<file path="config.mk">
export PLATFORM = sky130hd
export DESIGN_NAME = reg_file_sb
export DESIGN_NICKNAME = d
export VERILOG_FILES = /design/src/rtl/rf_pkg.sv /design/src/rtl/rf_cell.sv /design/src/rtl/reg_file_sb.sv
export SDC_FILE = /design/constraint.sdc
export NUM_CORES = 1
export LEC_CHECK = 0
export BUFFER_PORTS_ARGS = -buffer_cell sky130_fd_sc_hd__buf_2
export CORE_MARGIN = 2
export CORE_UTILIZATION = 35
export CTS_CLUSTER_DIAMETER = 40
export CTS_CLUSTER_SIZE = 40
export DETAILED_ROUTE_END_ITERATION = 6
export MAX_ROUTING_LAYER = met4
export PLACE_DENSITY_LB_ADDON = 0.08
export SLEW_MARGIN = 15
export SYNTH_ARGS = -nofsm -noshare
export SYNTH_HDL_FRONTEND = slang
export SYNTH_SLANG_ARGS = --single-unit
</file>
<file path="constraint.sdc">
create_clock -name clk -period 2.5 [get_ports clk]
set_input_delay 0.5 -clock clk [delete_from_list [all_inputs] [get_ports clk]]
set_output_delay 0.5 -clock clk [all_outputs]
set_load 0.1 [all_outputs]
</file>
<file path="src/rtl/rf_pkg.sv">
// Shared constants, types and helpers for the register file and its cells.
package rf_pkg;

  localparam int unsigned RF_BUS_WIDTH = 16;
  localparam int unsigned RF_NUM_REGS  = 8;

  function automatic int unsigned clog2(input int unsigned n);
    int unsigned r;
    r = 0;
    while ((64'd1 << r) < 64'(n)) begin
      r = r + 1;
    end
    return r;
  endfunction

  typedef logic [clog2(RF_NUM_REGS)-1:0] rf_addr_t;
  typedef logic [RF_BUS_WIDTH-1:0]       rf_data_t;

endpackage

</file>
<file path="src/rtl/rf_cell.sv">
// One storage register with write enable plus its scoreboard busy flag.
module rf_cell #(
  parameter int unsigned BUS_WIDTH = 16
) (
  input  logic                 clk,
  input  logic                 rst_n,
  input  logic                 i_we,
  input  logic [BUS_WIDTH-1:0] i_wdata,
  input  logic                 i_set,
  input  logic                 i_clr,
  output logic [BUS_WIDTH-1:0] o_data,
  output logic                 o_busy
);

  logic [BUS_WIDTH-1:0] r_data;
  logic                 r_busy;

  always_ff @(posedge clk or negedge rst_n) begin
    if (!rst_n) begin
      r_data <= '0;
    end else if (i_we) begin
      r_data <= i_wdata;
    end
  end

  // A new reservation outranks the completing write.
  always_ff @(posedge clk or negedge rst_n) begin
    if (!rst_n) begin
      r_busy <= 1'b0;
    end else if (i_set) begin
      r_busy <= 1'b1;
    end else if (i_clr) begin
      r_busy <= 1'b0;
    end
  end

  assign o_data = r_data;
  assign o_busy = r_busy;

endmodule

</file>
<file path="src/rtl/reg_file_sb.sv">
// Two-read / one-write register file with zero register, write bypass and busy scoreboard.
module reg_file_sb
  import rf_pkg::*;
#(
  parameter int unsigned BUS_WIDTH = RF_BUS_WIDTH,
  parameter int unsigned NUM_REGS  = RF_NUM_REGS,
  parameter bit          ZERO_REG  = 1'b1,
  parameter bit          BYPASS    = 1'b1,
  localparam int unsigned ADDR_W   = clog2(NUM_REGS)
) (
  input  logic                 clk,
  input  logic                 rst_n,
  input  logic                 regWrite,
  input  logic [ADDR_W-1:0]    wAddr,
  input  logic [BUS_WIDTH-1:0] wData,
  input  logic [ADDR_W-1:0]    rAddrA,
  input  logic [ADDR_W-1:0]    rAddrB,
  output logic [BUS_WIDTH-1:0] outA,
  output logic [BUS_WIDTH-1:0] outB,
  input  logic                 reserve,
  input  logic [ADDR_W-1:0]    resAddr,
  output logic                 busyA,
  output logic                 busyB,
  output logic                 busyAny
);

  logic [BUS_WIDTH-1:0] w_data [NUM_REGS];
  logic [NUM_REGS-1:0]  w_busy;

  for (genvar i = 0; i < NUM_REGS; i++) begin : g_cell
    logic w_is_zero;
    logic w_we;
    logic w_set;

    assign w_is_zero = ZERO_REG && (i == 0);
    assign w_we      = regWrite && (wAddr == ADDR_W'(i)) && !w_is_zero;
    assign w_set     = reserve && (resAddr == ADDR_W'(i)) && !w_is_zero;

    rf_cell #(
      .BUS_WIDTH(BUS_WIDTH)
    ) u_cell (
      .clk    (clk),
      .rst_n  (rst_n),
      .i_we   (w_we),
      .i_wdata(wData),
      .i_set  (w_set),
      .i_clr  (w_we),
      .o_data (w_data[i]),
      .o_busy (w_busy[i])
    );
  end

  logic w_zero_a, w_zero_b;
  logic w_fwd_a, w_fwd_b;
  logic w_res_a, w_res_b;

  assign w_zero_a = ZERO_REG && (rAddrA == '0);
  assign w_zero_b = ZERO_REG && (rAddrB == '0);
  assign w_fwd_a  = BYPASS && regWrite && (wAddr == rAddrA);
  assign w_fwd_b  = BYPASS && regWrite && (wAddr == rAddrB);
  assign w_res_a  = reserve && (resAddr == rAddrA);
  assign w_res_b  = reserve && (resAddr == rAddrB);

  always_comb begin
    outA = w_data[rAddrA];
    outB = w_data[rAddrB];
    if (w_fwd_a) outA = wData;
    if (w_fwd_b) outB = wData;
    if (w_zero_a) outA = '0;
    if (w_zero_b) outB = '0;
  end

  // Forwarded reads hide the flag the write is about to clear, unless it is re-reserved.
  always_comb begin
    busyA = w_busy[rAddrA];
    busyB = w_busy[rAddrB];
    if (w_fwd_a && !w_res_a) busyA = 1'b0;
    if (w_fwd_b && !w_res_b) busyB = 1'b0;
    if (w_zero_a) busyA = 1'b0;
    if (w_zero_b) busyB = 1'b0;
  end

  assign busyAny = |w_busy;

endmodule

</file>
# [After elaboration in Yosys (flattened, before gate mapping)]
# Cells that the tools add are included.
[totals] register_bits=119 latchBits=0 mem_bits_rw=0 rom_bits=0 input_bits=32 output_inout_bits=35 word_cells=102 n_memories=0
[classes] n_addsub=0 multipliers=0 n_div=0 order_cmp=4 n_eq_ne=18 n_shift=0 mux=32 n_bitwise=2 reduce_logical=32
[op_table] cell="16-bit 2-to-1 mux" n=8
[op_table] cell="16-bit binary-select mux with 3-bit select" n=2
[op_table] cell="3-bit == test, second input constant" n=8
[op_table] cell="1-bit logical AND" n=20
[op_table] cell="1-bit 2-to-1 mux" n=20
[op_table] cell="2-bit nonzero test" n=7
[op_table] cell="3-bit by 2-bit == test with 1-bit output, second input constant" n=4
[op_table] cell="3-bit == test" n=4
[op_table] cell="4-bit greater-or-equal comparator, second input constant" n=2
[op_table] cell="3-bit by 4-bit < comparator with 1-bit output, second input constant" n=2
[op_table] cell="3-bit NOT with 4-bit output" n=2
[op_table] cell="7-bit OR reduction" n=1
[op_table] cell="1-bit binary-select mux with 3-bit select" n=2
[op_table] cell="3-bit by 1-bit == test with 1-bit output, second input constant" n=2
[op_table] cell="3-bit zero test" n=2
[op_table] cell="1-bit zero test" n=2

# [Logic depth before layout (Yosys ltp)]
# Gate-level depths: netlist (run 1).
[depth] word_depth=6 depth_mapped=7 depth_no_buf=4

# [By module]
# A second synthesis (run 1) with hierarchy kept.
[unflattened] cells_unflattened=612 area_unflattened_um2=8216.6
[modules_own_cells] mod="rf_cell" instances=8 cells_per_inst=37 area_each_um2=685.7 seq_area_each_um2=425.4
[modules_own_cells] mod="reg_file_sb" instances=1 cells_per_inst=316 area_each_um2=2731.4 seq_area_each_um2=0.0

# [Least setup slack after synthesis (run 1)]
# Ideal clock, no wire load.
[synth_path] path_type="in2out" startpoint="in wAddr[1]" endpoint="out busyB" arrival_ns=3.573 required_ns=2.000 setup_slack_ns=-1.573 path_stages=6 n_path_buf=3 path_cell_list="buf_4 > xnor2_1 > and4_1 > buf_2 > buf_4 > a221oi_1"
[synth_between] elab_chain_len=5
[synth_lines] item="start, declared" line="reg_file_sb.sv:14" text="input logic [ADDR_W-1:0] wAddr,"
[synth_lines] item="3-bit == test" line="reg_file_sb.sv:60" text="assign w_fwd_b = BYPASS && regWrite && (wAddr == rAddrB);"
[synth_lines] item="1-bit logical AND" line="reg_file_sb.sv:60"
[synth_lines] item="1-bit logical AND" line="reg_file_sb.sv:78" text="if (w_fwd_b && !w_res_b) busyB = 1'b0;"
[synth_lines] item="1-bit 2-to-1 mux" line="reg_file_sb.sv:78"
[synth_lines] item="1-bit 2-to-1 mux" line="reg_file_sb.sv:80" text="if (w_zero_b) busyB = 1'b0;"
[synth_lines] item="end, declared" line="reg_file_sb.sv:23" text="output logic busyB,"
# No other way between the ends.

# [Worst setup path after layout (run 1)]
[layout_path] startpoint="in rAddrB[0]" endpoint="out outB[8]"
[layout_between] elab_chain_len=6 word_cells_on_any_way=9 cone_classes="1 x eq/ne; 5 x mux; 1 x bitwise; 2 x reduce/logical"
[layout_lines] item="start, declared" line="reg_file_sb.sv:17" text="input logic [ADDR_W-1:0] rAddrB,"
[layout_lines] item="3-bit NOT with 4-bit output (implied by the code)" line="reg_file_sb.sv:66" text="outB = w_data[rAddrB];"
[layout_lines] item="16-bit binary-select mux with 3-bit select" line="reg_file_sb.sv:66"
[layout_lines] item="16-bit 2-to-1 mux (implied by the code) (2 in a row)" line="reg_file_sb.sv:66"
[layout_lines] item="16-bit 2-to-1 mux" line="reg_file_sb.sv:68" text="if (w_fwd_b) outB = wData;"
[layout_lines] item="16-bit 2-to-1 mux (*)" line="reg_file_sb.sv:70" text="if (w_zero_b) outB = '0;"
[layout_lines] item="end, declared" line="reg_file_sb.sv:19" text="output logic [BUS_WIDTH-1:0] outB,"
# Every way passes the cells marked *; elsewhere a longest branch is shown, timed or not. The select of a mux whose other input is x is not followed.

==> impl_metrics.yaml, run 1 <==
logic_synthesis:
  synth_ff_type: "dfrtp_1"
  synth_top_area_cell: "dfrtp_1"
  synth.most_common_cell: "dfrtp_1"
  synth_cell_types: 43
  synth_top_cell_area_share_pct: 41.54
  ys_seq_area_share_pct: 41.54
  yosys-top-cells-count: "119 x dfrtp_1, 111 x mux2_2, 63 x mux2i_1"
  syn-num-nets: 629
  syn_inst: 597
  postSynthAreaPerCell_sq_um: 12.01
  ys_ff_latch: 119
  ys_warn_count: 0
  synth_area_sq_mm: 0.007169
  synth-edff-count: 0
  ys_async_sr_fraction_pct: 100.0
  synth_area_leaders: "dfrtp_1 42%, mux2_2 17%, mux2i_1 8.8%, mux4_2 6.0%, a2111oi_4 3.1%"
power_and_ir_drop:
  ir_worst_vdd_v: 0.0004866
  p_leak_nw: 4.462
  pwr_density_cell_mw_per_mm2: 801.5
global_route:
  globalRouteOverflowTotal: 0
  grtUsageTotal_pct: 23.23
  antenna_found_initial: 0
  grt_max_degree: 120
  grt_pass1_wl_mm: 36.78
  grt_pass1_vias: 6054
job:
  drv_cap: 0
critical_path:
  start_kind: "input port"
  arrival_ns: 1.97
  crit_required_ns: 2.00
  r2r.worst_path.cells: 1
  critPathMaxFanout: 5
  setup.worst_path.end_class: "primary output"
  criticalPathCategory: "in -> out"
detailed_routing:
  drc: 0
  post_drt_wl_per_cell_um: 22.91
  wirelength_mm: 23.46
  drtIter0Drc: 296
  drt_first_pass_iters: 4
  via_per_inst: 5.523
  ant_nets: 0
  vias: 5656
sta:
  hold_viol: 0
  tns_ns: 0
  min_period_ns: 2.471
  drv_slew: 0
  relSlewSlack_pct: 54.60
  final.setup_skew_ns: 0
  min_period_over_period_pct: 98.84
  fmax_mhz: 404.7
  tightest_slew_ns: 0.6810
  holdWs_ns: 0.1490
  rsz0062_at_grt: "true"
  setup_viol: 0
cts:
  hold_buffers: 0
  clockBufferDepth: 2
  clkTransAtPathRegs_ns: 0.06
  root_buffer: "clkbuf_16"
  cts_tree: "yes"
  cts_max_level: 4
  cts_inserted_buffers: 17
  cts.sinks: 119
  clk_latency_ns: 0.42
floorplan:
  die_y_um: 147.1
  start_util_pct: 35.55
  core-area_sq_mm: 0.02017
  io_pins: 67
  fp-row-count: 52
  dieArea_sq_mm: 0.02164
  die_w_um: 147.1
placement:
  gp_congestion: 0.7907
  portBuffers: 66
  hpwlAfterDp_mm: 14.81
layout:
  layout-drive-gt1-share_pct: 59.15
  final_nets: 774
  num-fill-cells: 1750
  area_delta_synth_final_pct: 49.72
  diodes: 0
outcome:
  status: "finished clean"
worst_hold_path:
  hold_path_class: "in -> async"
routing by layer:
metal / up-vias / GRT usage (%) / share of wire, %
li1: 2542 / - / -
met1: 2986 / 30.50 / 45
met2: 101 / 38.04 / 50
met3: 27 / 3.509 / 3.5
met4: 0 / 5.721 / 1.5
met5: - / - / 0
area by class of cell:
type                            count  area, sq um  share of cell area (%)
Tap cell                          270        337.8                   3.147
Inverter                            8        30.03                  0.2798
Multi-Input combinational cell    421         4659                   43.41
Sequential cell                   119         2978                   27.74
Clock buffer                       20        466.7                   4.348
Timing Repair Buffer              175         2137                   19.91
Clock inverter                     11        125.1                   1.166
report_power, final:
| part | switching (mW) | internal [mW] | total (mW) |
|---|---|---|---|
| combinational | 1.84 | 1.57 | 3.41 |
| sequential | 0.357 | 2.35 | 2.71 |
| clock | 0.945 | 1.54 | 2.48 |
| total | 3.14 | 5.46 | 8.60 |
sequential cells by signal, summed over array words and instances, names as in the netlist:
| name | cells |
|---|---|
| g_cell.u_cell.o_busy | 7 |
| g_cell.u_cell.o_data | 112 |
repair_timing:
item	CTS	global route
pin swaps	14	16
gates resized for setup	38	61
hold endpoints to repair	0	0
buffers inserted	9	5
gates cloned	3	1
setup endpoints to repair	22	30
worst max-delay path, cell delays in order:
cell     delay [ns]
buf_12         0.13
buf_8          0.12
xnor2_4        0.13
buf_6          0.11
nand4_1        0.20
buf_12         0.17
buf_12         0.14
nor2_4         0.04
nor3_4         0.22
buf_12         0.20
stage by stage:
step | total power [mW] | instance area (sq um) | util (%) | std cells | setup slack, ns
3_3_place_gp | 5.938 | 9574 | 47.47 | 985 | -0.1995
4_1_cts | 8.579 | 10470 | 51.92 | 1024 | -0.02571
5_1_grt | 8.959 | 10730 | 53.22 | 1024 | -0.02315
6_report | 8.604 | 10730 | 53.22 | 1024 | 0.02912
2_1_floorplan | 4.866 | 7789 | - | 597 | -0.1145
3_5_place_dp | 5.993 | 9574 | 47.47 | 985 | -0.2057
cells by family after synthesis:
logic type,after synthesis,synth area share [%]
buffers and inverters,57,4.590
and+or+nand+nor,134,10.04
AOI/OAI and AO/OA,82,10.17
muxes,193,32.20
DFF,119,41.54
xor gates and xnor gates,12,1.466
final timing paths:
kind | startpoint | end | slack [ns]
worst max-delay path | rAddrB[0] | outB[8] | 0.03
worst min-delay path | rst_n | g_cell[4].u_cell.o_busy | 0.15
worst max register to register | g_cell[4].u_cell.o_data[12] | g_cell[4].u_cell.o_data[12] | 1.69
worst min register to register | g_cell[1].u_cell.o_data[7] | g_cell[1].u_cell.o_data[7] | 0.53
max in group asynchronous | rst_n | g_cell[2].u_cell.o_data[9] | 1.83
min in group clk | resAddr[1] | g_cell[1].u_cell.o_busy | 0.40
placed cells by master (no fill, tap or decap), types with 19 or more instances in the layout:
cell / instances
buf_12: 63
buf_2: 27
buf_4: 70
dfrtp_1: 119
mux2_2: 111
mux2i_1: 61
mux4_2: 19
nand2_1: 27
nor2_1: 35
nor3_4: 33
o22ai_1: 23
No activity file was read; power rests on OpenSTA's default activity.
==> run 2: changes to the inputs <==
--- a/config.mk
+++ b/config.mk
@@ -8,6 +8,7 @@
 export BUFFER_PORTS_ARGS = -buffer_cell sky130_fd_sc_hd__buf_2
 export CORE_MARGIN = 2
 export CORE_UTILIZATION = 35
+export CTS_BUF_LIST = sky130_fd_sc_hd__clkbuf_4
 export CTS_CLUSTER_DIAMETER = 40
 export CTS_CLUSTER_SIZE = 40
 export DETAILED_ROUTE_END_ITERATION = 6
==> impl_metrics.yaml, run 2 (same netlist as run 1, synthesis figures left out) <==
power_and_ir_drop:
  pwr_density_cell_mw_per_mm2: 717.2
  switching_share_pct: 39.51
  p_leak_nw: 4.477
  switchingPower_mw: 3.018
  p_comb_share_pct: 47.0
  intPower_mw: 4.620
  ir_worst_vdd_v: 0.0003246
  p_total_mw: 7.638
  clockPowerShare_pct: 17.8
  p_seq_share_pct: 35.2
placement:
  place_ws_ns: -0.2057
  placed_cells: 985
  gp_congestion: 0.7907
  portBuffers: 66
  hpwlAfterDp_mm: 14.81
floorplan:
  start_util_pct: 35.55
  die_w_um: 147.1
  core-area_sq_mm: 0.02017
  io_pins: 67
  fp-row-count: 52
  dieArea_sq_mm: 0.02164
  die_y_um: 147.1
global_route:
  grt_max_degree: 120
  grtUsageTotal_pct: 23.23
  grt_pass1_vias: 6121
  grt_pass1_wl_mm: 36.80
  globalRouteOverflowTotal: 0
  antenna_found_initial: 1
worst_hold_path:
  hold_path_class: "in -> async"
layout:
  largest_reg_flops: 112
  final_cell_mix: "119 x dfrtp_1, 111 x mux2_2, 100 x buf_4"
  final_nets: 807
  layout-drive-gt1-share_pct: 59.72
  area_delta_synth_final_pct: 48.53
  layout.cells.non_filler: 1058
  final_common_cell: "dfrtp_1"
detailed_routing:
  drtIter0Drc: 292
  drt_first_pass_iters: 4
  ant_nets: 0
  vias: 5823
  wirelength_mm: 23.78
  drc: 0
  via_per_inst: 5.504
  post_drt_wl_per_cell_um: 22.48
cts:
  clk_latency_ns: 0.52
  cts_tree: "yes"
  clockBufferDepth: 2
  clkTransAtPathRegs_ns: 0.11
  cts_inserted_buffers: 17
  cts.sinks: 119
  cts_max_level: 4
  hold_buffers: 0
  root_buffer: "clkbuf_4"
critical_path:
  r2r-start: "g_cell[4].u_cell.o_data[5]"
  crit_required_ns: 2.00
  criticalPathCategory: "in -> out"
  critPathMaxFanout: 6
  timing.critical_path.from: "rAddrB[0]"
  start_kind: "input port"
  arrival_ns: 2.03
  setup.worst_path.end_class: "primary output"
sta:
  min_period_over_period_pct: 101.2
  tns_ns: -0.1134
  tightest_slew_ns: 0.6924
  drv_slew: 0
  setup_viol: 8
  final.setup_skew_ns: 0
  rsz0062_at_grt: "true"
  relSlewSlack_pct: 53.84
  fmax_mhz: 395.1
  min_period_ns: 2.531
  hold_viol: 0
  holdWs_ns: 0.03873
  fin_ws_ns: -0.03089
outcome:
  violations: "setup timing"
  status: "finished, violations left"
job:
  drv_cap: 0
## run 2: cell types whose count changed in the layout (fill, tap and decap cells not counted), sizes merged
cell    delta
diode      +1
clkbuf     -1
buf       +31
clkinv     +3
## run 2: final cells by class
class,count,area (sq um)
diodes,1,2.502
clock buffers,17,127.6
clock inverters,14,136.4
fillers,1771,9520
inverters,8,30.03
multi-input cells,421,4606
flip-flops and latches,119,2978
well taps,270,337.8
repair buffers,208,2431
## run 2: worst paths after layout
| check | to | slack [ns] | depth (start not counted) |
|---|---|---|---|
| max reg2reg | g_cell[4].u_cell.o_data[5] | 1.57 | 2 |
| min | g_cell[4].u_cell.o_busy | 0.04 | 2 |
| max in group asynchronous | g_cell[5].u_cell.o_data[8] | 1.93 | 2 |
| min in group clk | g_cell[1].u_cell.o_busy | 0.28 | 2 |
| min reg2reg | g_cell[1].u_cell.o_data[11] | 0.54 | 1 |
| max | outB[15] | -0.03 | 10 |
## run 2: routing by layer
metal  vias to the layer above  global-route usage, %  wire length [um]  part of all wire [%]
met5                         -                      -                 0                     0
met4                         0                  6.394               436                   1.8
met3                        32                  4.410              1037                   4.4
met2                       140                  37.38             11670                    49
met1                      3037                  30.21             10630                    45
li1                       2614                      -                 -                     -
## run 2: stage by stage
step	instance area (sq um)	util, %
6_report	10650	52.80
5_1_grt	10650	52.80
4_1_cts	10340	51.29
3_5_place_dp	9574	47.47
3_3_place_gp	9574	47.47
2_1_floorplan	7789	-
## run 2: power by group through the flow
stage	registers, mW	logic (mW)	clock network, mW
after floorplan	2.61	2.25	0
after global placement	2.71	3.23	0
after detailed placement	2.73	3.26	0
after CTS	2.68	3.50	1.41
after global routing	2.75	3.77	1.50
final	2.69	3.59	1.36
## run 2: critical path: stages
cell      delay (ns)
buf_12          0.12
buf_4           0.15
xnor2_4         0.14
and4_4          0.28
buf_12          0.12
buf_16          0.13
a211oi_2        0.04
buf_4           0.14
nor3_4          0.20
buf_12          0.20
## run 2: what timing repair did
item | in CTS | in global routing
pin swaps | 32 | 19
buffers inserted | 21 | 16
endpoints found under the setup margin | 24 | 33
gates resized for setup | 54 | 30
gates cloned | 3 | 2
==> run 3: changes to the inputs <==
--- a/config.mk
+++ b/config.mk
@@ -17,4 +17,5 @@
 export SLEW_MARGIN = 15
 export SYNTH_ARGS = -nofsm -noshare
 export SYNTH_HDL_FRONTEND = slang
+export SYNTH_HIERARCHICAL = 1
 export SYNTH_SLANG_ARGS = --single-unit
==> impl_metrics.yaml, run 3 <==
placement:
  gp_congestion: 0.7966
  placed_cells: 1039
  hpwlAfterDp_mm: 16.29
  portBuffers: 66
floorplan:
  die_w_um: 157.2
  core-area_sq_mm: 0.02326
  start_util_pct: 35.32
  dieArea_sq_mm: 0.02472
  io_pins: 67
  die_y_um: 157.2
  fp-row-count: 56
detailed_routing:
  via_per_inst: 5.363
  post_drt_wl_per_cell_um: 23.20
  drc: 0
  drt_first_pass_iters: 4
  vias: 5797
  drtIter0Drc: 306
  ant_nets: 0
  wirelength_mm: 25.08
global_route:
  grtUsageTotal_pct: 22.51
  grt_max_degree: 58
  globalRouteOverflowTotal: 0
  antenna_found_initial: 1
  grt_pass1_wl_mm: 39.47
  grt_pass1_vias: 6372
critical_path:
  max_stage_delay_ns: 0.31
  rrSetupSlack_ns: 1.48
  arrival_ns: 2.08
  start_kind: "input port"
  path_cells: "buf_8, xor2_2, buf_4, nor4b_4, buf_12, buf_16, buf_12, a211oi_4, nor3_4, buf_12"
  critPathMaxFanout: 7
  criticalPathCategory: "in -> out"
  setup.worst_path.end_class: "primary output"
  crit_required_ns: 2.00
  crit_path_top_delay_cell: "nor4b_4"
  cpMostUsedCell: "buf_12"
cts:
  cts_max_level: 4
  root_buffer: "clkbuf_4"
  cts.sinks: 136
  cts_tree: "yes"
  cts_inserted_buffers: 17
  clk_latency_ns: 0.53
  clockBufferDepth: 2
  clkTransAtPathRegs_ns: 0.12
outcome:
  status: "finished, violations left"
  violations: "setup timing"
power_and_ir_drop:
  switchingPower_mw: 3.163
  p_comb_share_pct: 46.8
  intPower_mw: 5.156
  ir_worst_vdd_v: 0.0003787
  p_seq_share_pct: 36.2
  p_leak_nw: 4.797
  switching_share_pct: 38.02
  clockPowerShare_pct: 17.0
  pwr_density_cell_mw_per_mm2: 721.5
layout:
  final_nets: 781
  final_cell_mix: "136 x dfrtp_1, 80 x mux2_4, 66 x buf_12"
  layout.cells.non_filler: 1081
  largest_reg_flops: 128
  area_delta_synth_final_pct: 40.32
  layout-drive-gt1-share_pct: 62.68
  final_common_cell: "dfrtp_1"
  final_util_pct: 49.56
logic_synthesis:
  synth_cell_types: 32
  syn_inst: 612
  ys_seq_area_share_pct: 41.42
  synth_ff_type: "dfrtp_1"
  postSynthAreaPerCell_sq_um: 13.43
  synth-edff-count: 0
  synth_area_leaders: "dfrtp_1 41%, mux2_4 15%, mux4_2 10%, mux2i_1 7.8%, mux2_2 6.6%"
  ys_ff_latch: 136
  synth.most_common_cell: "dfrtp_1"
  ys_async_sr_fraction_pct: 100.0
  synth_top_area_cell: "dfrtp_1"
  ys_warn_count: 6
  yosys-top-cells-count: "136 x dfrtp_1, 80 x mux2_4, 64 x mux2i_1"
  synth_top_cell_area_share_pct: 41.42
  synth_area_sq_mm: 0.008217
sta:
  tns_ns: -0.7791
  relSlewSlack_pct: 55.33
  fin_ws_ns: -0.08256
  min_period_ns: 2.583
  rsz0062_at_grt: "true"
  tightest_slew_ns: 0.6679
  min_period_over_period_pct: 103.3
  final.setup_skew_ns: 0
  drv_slew: 0
  setup_viol: 26
  hold_viol: 0
  fmax_mhz: 387.2
worst_hold_path:
  hold_path_class: "in -> reg"
job:
  drv_cap: 0
## run 3: cell types whose count changed after synthesis, sizes merged, moves of 7 or more
cell	previous run	this run
o21ai	9	0
a21o	0	8
a211oi	18	31
mux2	111	128
dfrtp	119	136
a2111oi	14	0
clkbuf	3	13
mux4	19	38
nand2	28	5
buf	46	39
## run 3: final timing paths
kind                                            startpoint                          end  cells past startpoint
worst max-delay path                              wAddr[1]                     outB[12]                     10
worst min-delay path                            resAddr[1]      g_cell[1].u_cell/o_busy                      3
worst max register to register  g_cell[1].u_cell/o_data[3]   g_cell[1].u_cell/o_data[3]                      3
worst min register to register  g_cell[1].u_cell/o_data[1]   g_cell[1].u_cell/o_data[1]                      1
max in group asynchronous                            rst_n  g_cell[1].u_cell/o_data[14]                      3
min in group asynchronous                            rst_n  g_cell[6].u_cell/o_data[12]                      2
## run 3: what timing repair did
item / CTS / global route
pin swaps: 42 / 20
hold buffers: 1 / 0
endpoints found under the setup margin: 34 / 34
setup buffers: 16 / 5
hold endpoints to repair: 54 / 0
resized for setup: 135 / 18
gates cloned: 2 / 0
## run 3: per-stage QoR
step | power, mW | hold slack, ns | setup WS, ns | cell area (sq um)
after global routing | 8.737 | 0.2816 | -0.1676 | 11530
after detailed placement | 6.473 | 0.5132 | -0.2221 | 10380
after floorplan | 5.430 | 0.2044 | -0.4880 | 8947
after global placement | 6.397 | 0.5030 | -0.1965 | 10380
after CTS | 8.344 | 0.3003 | -0.1081 | 11410
final | 8.318 | 0.3594 | -0.08256 | 11530
## run 3: area by class of cell
class	instances	area, sq um
diodes	1	2.502
clock buffers	20	150.1
clock inverters	11	107.6
fillers	2002	11730
inverters	8	30.03
multi-input cells	418	5305
flip-flops and latches	136	3403
well taps	319	399.1
repair buffers	168	2132
## run 3: kinds of logic after synthesis
group | Yosys count | synth area share, %
compound gates | 73 | 6.259
xor+xnor | 12 | 1.279
buf+inv | 60 | 5.650
flops | 136 | 41.42
mux | 230 | 39.41
other cells | 1 | 0.04564
simple gates | 100 | 5.939
## run 3: worst max-delay path: cells and delay by family
family | cells | cell delay (ns)
buffers and inverters | 6 | 0.90
and+or+nand+nor | 2 | 0.47
xor gates and xnor gates | 1 | 0.16
AOI/OAI and AO/OA | 1 | 0.03
## run 3: per-layer routing
layer  part of all wire, %  vias up  track usage [%]
li1                      -     2571                -
met1                    45     3069            29.99
met2                    49      129            35.83
met3                   3.8       28            3.827
met4                   1.8        0            5.974
met5                     0        -                -
## run 3: power groups by stage
stage	clock network, mW	logic [mW]	registers, mW
2_1_floorplan	0	2.51	2.92
3_3_place_gp	0	3.40	3.00
3_5_place_dp	0	3.43	3.04
4_1_cts	1.48	3.87	3.00
5_1_grt	1.59	4.08	3.07
6_report	1.41	3.90	3.01
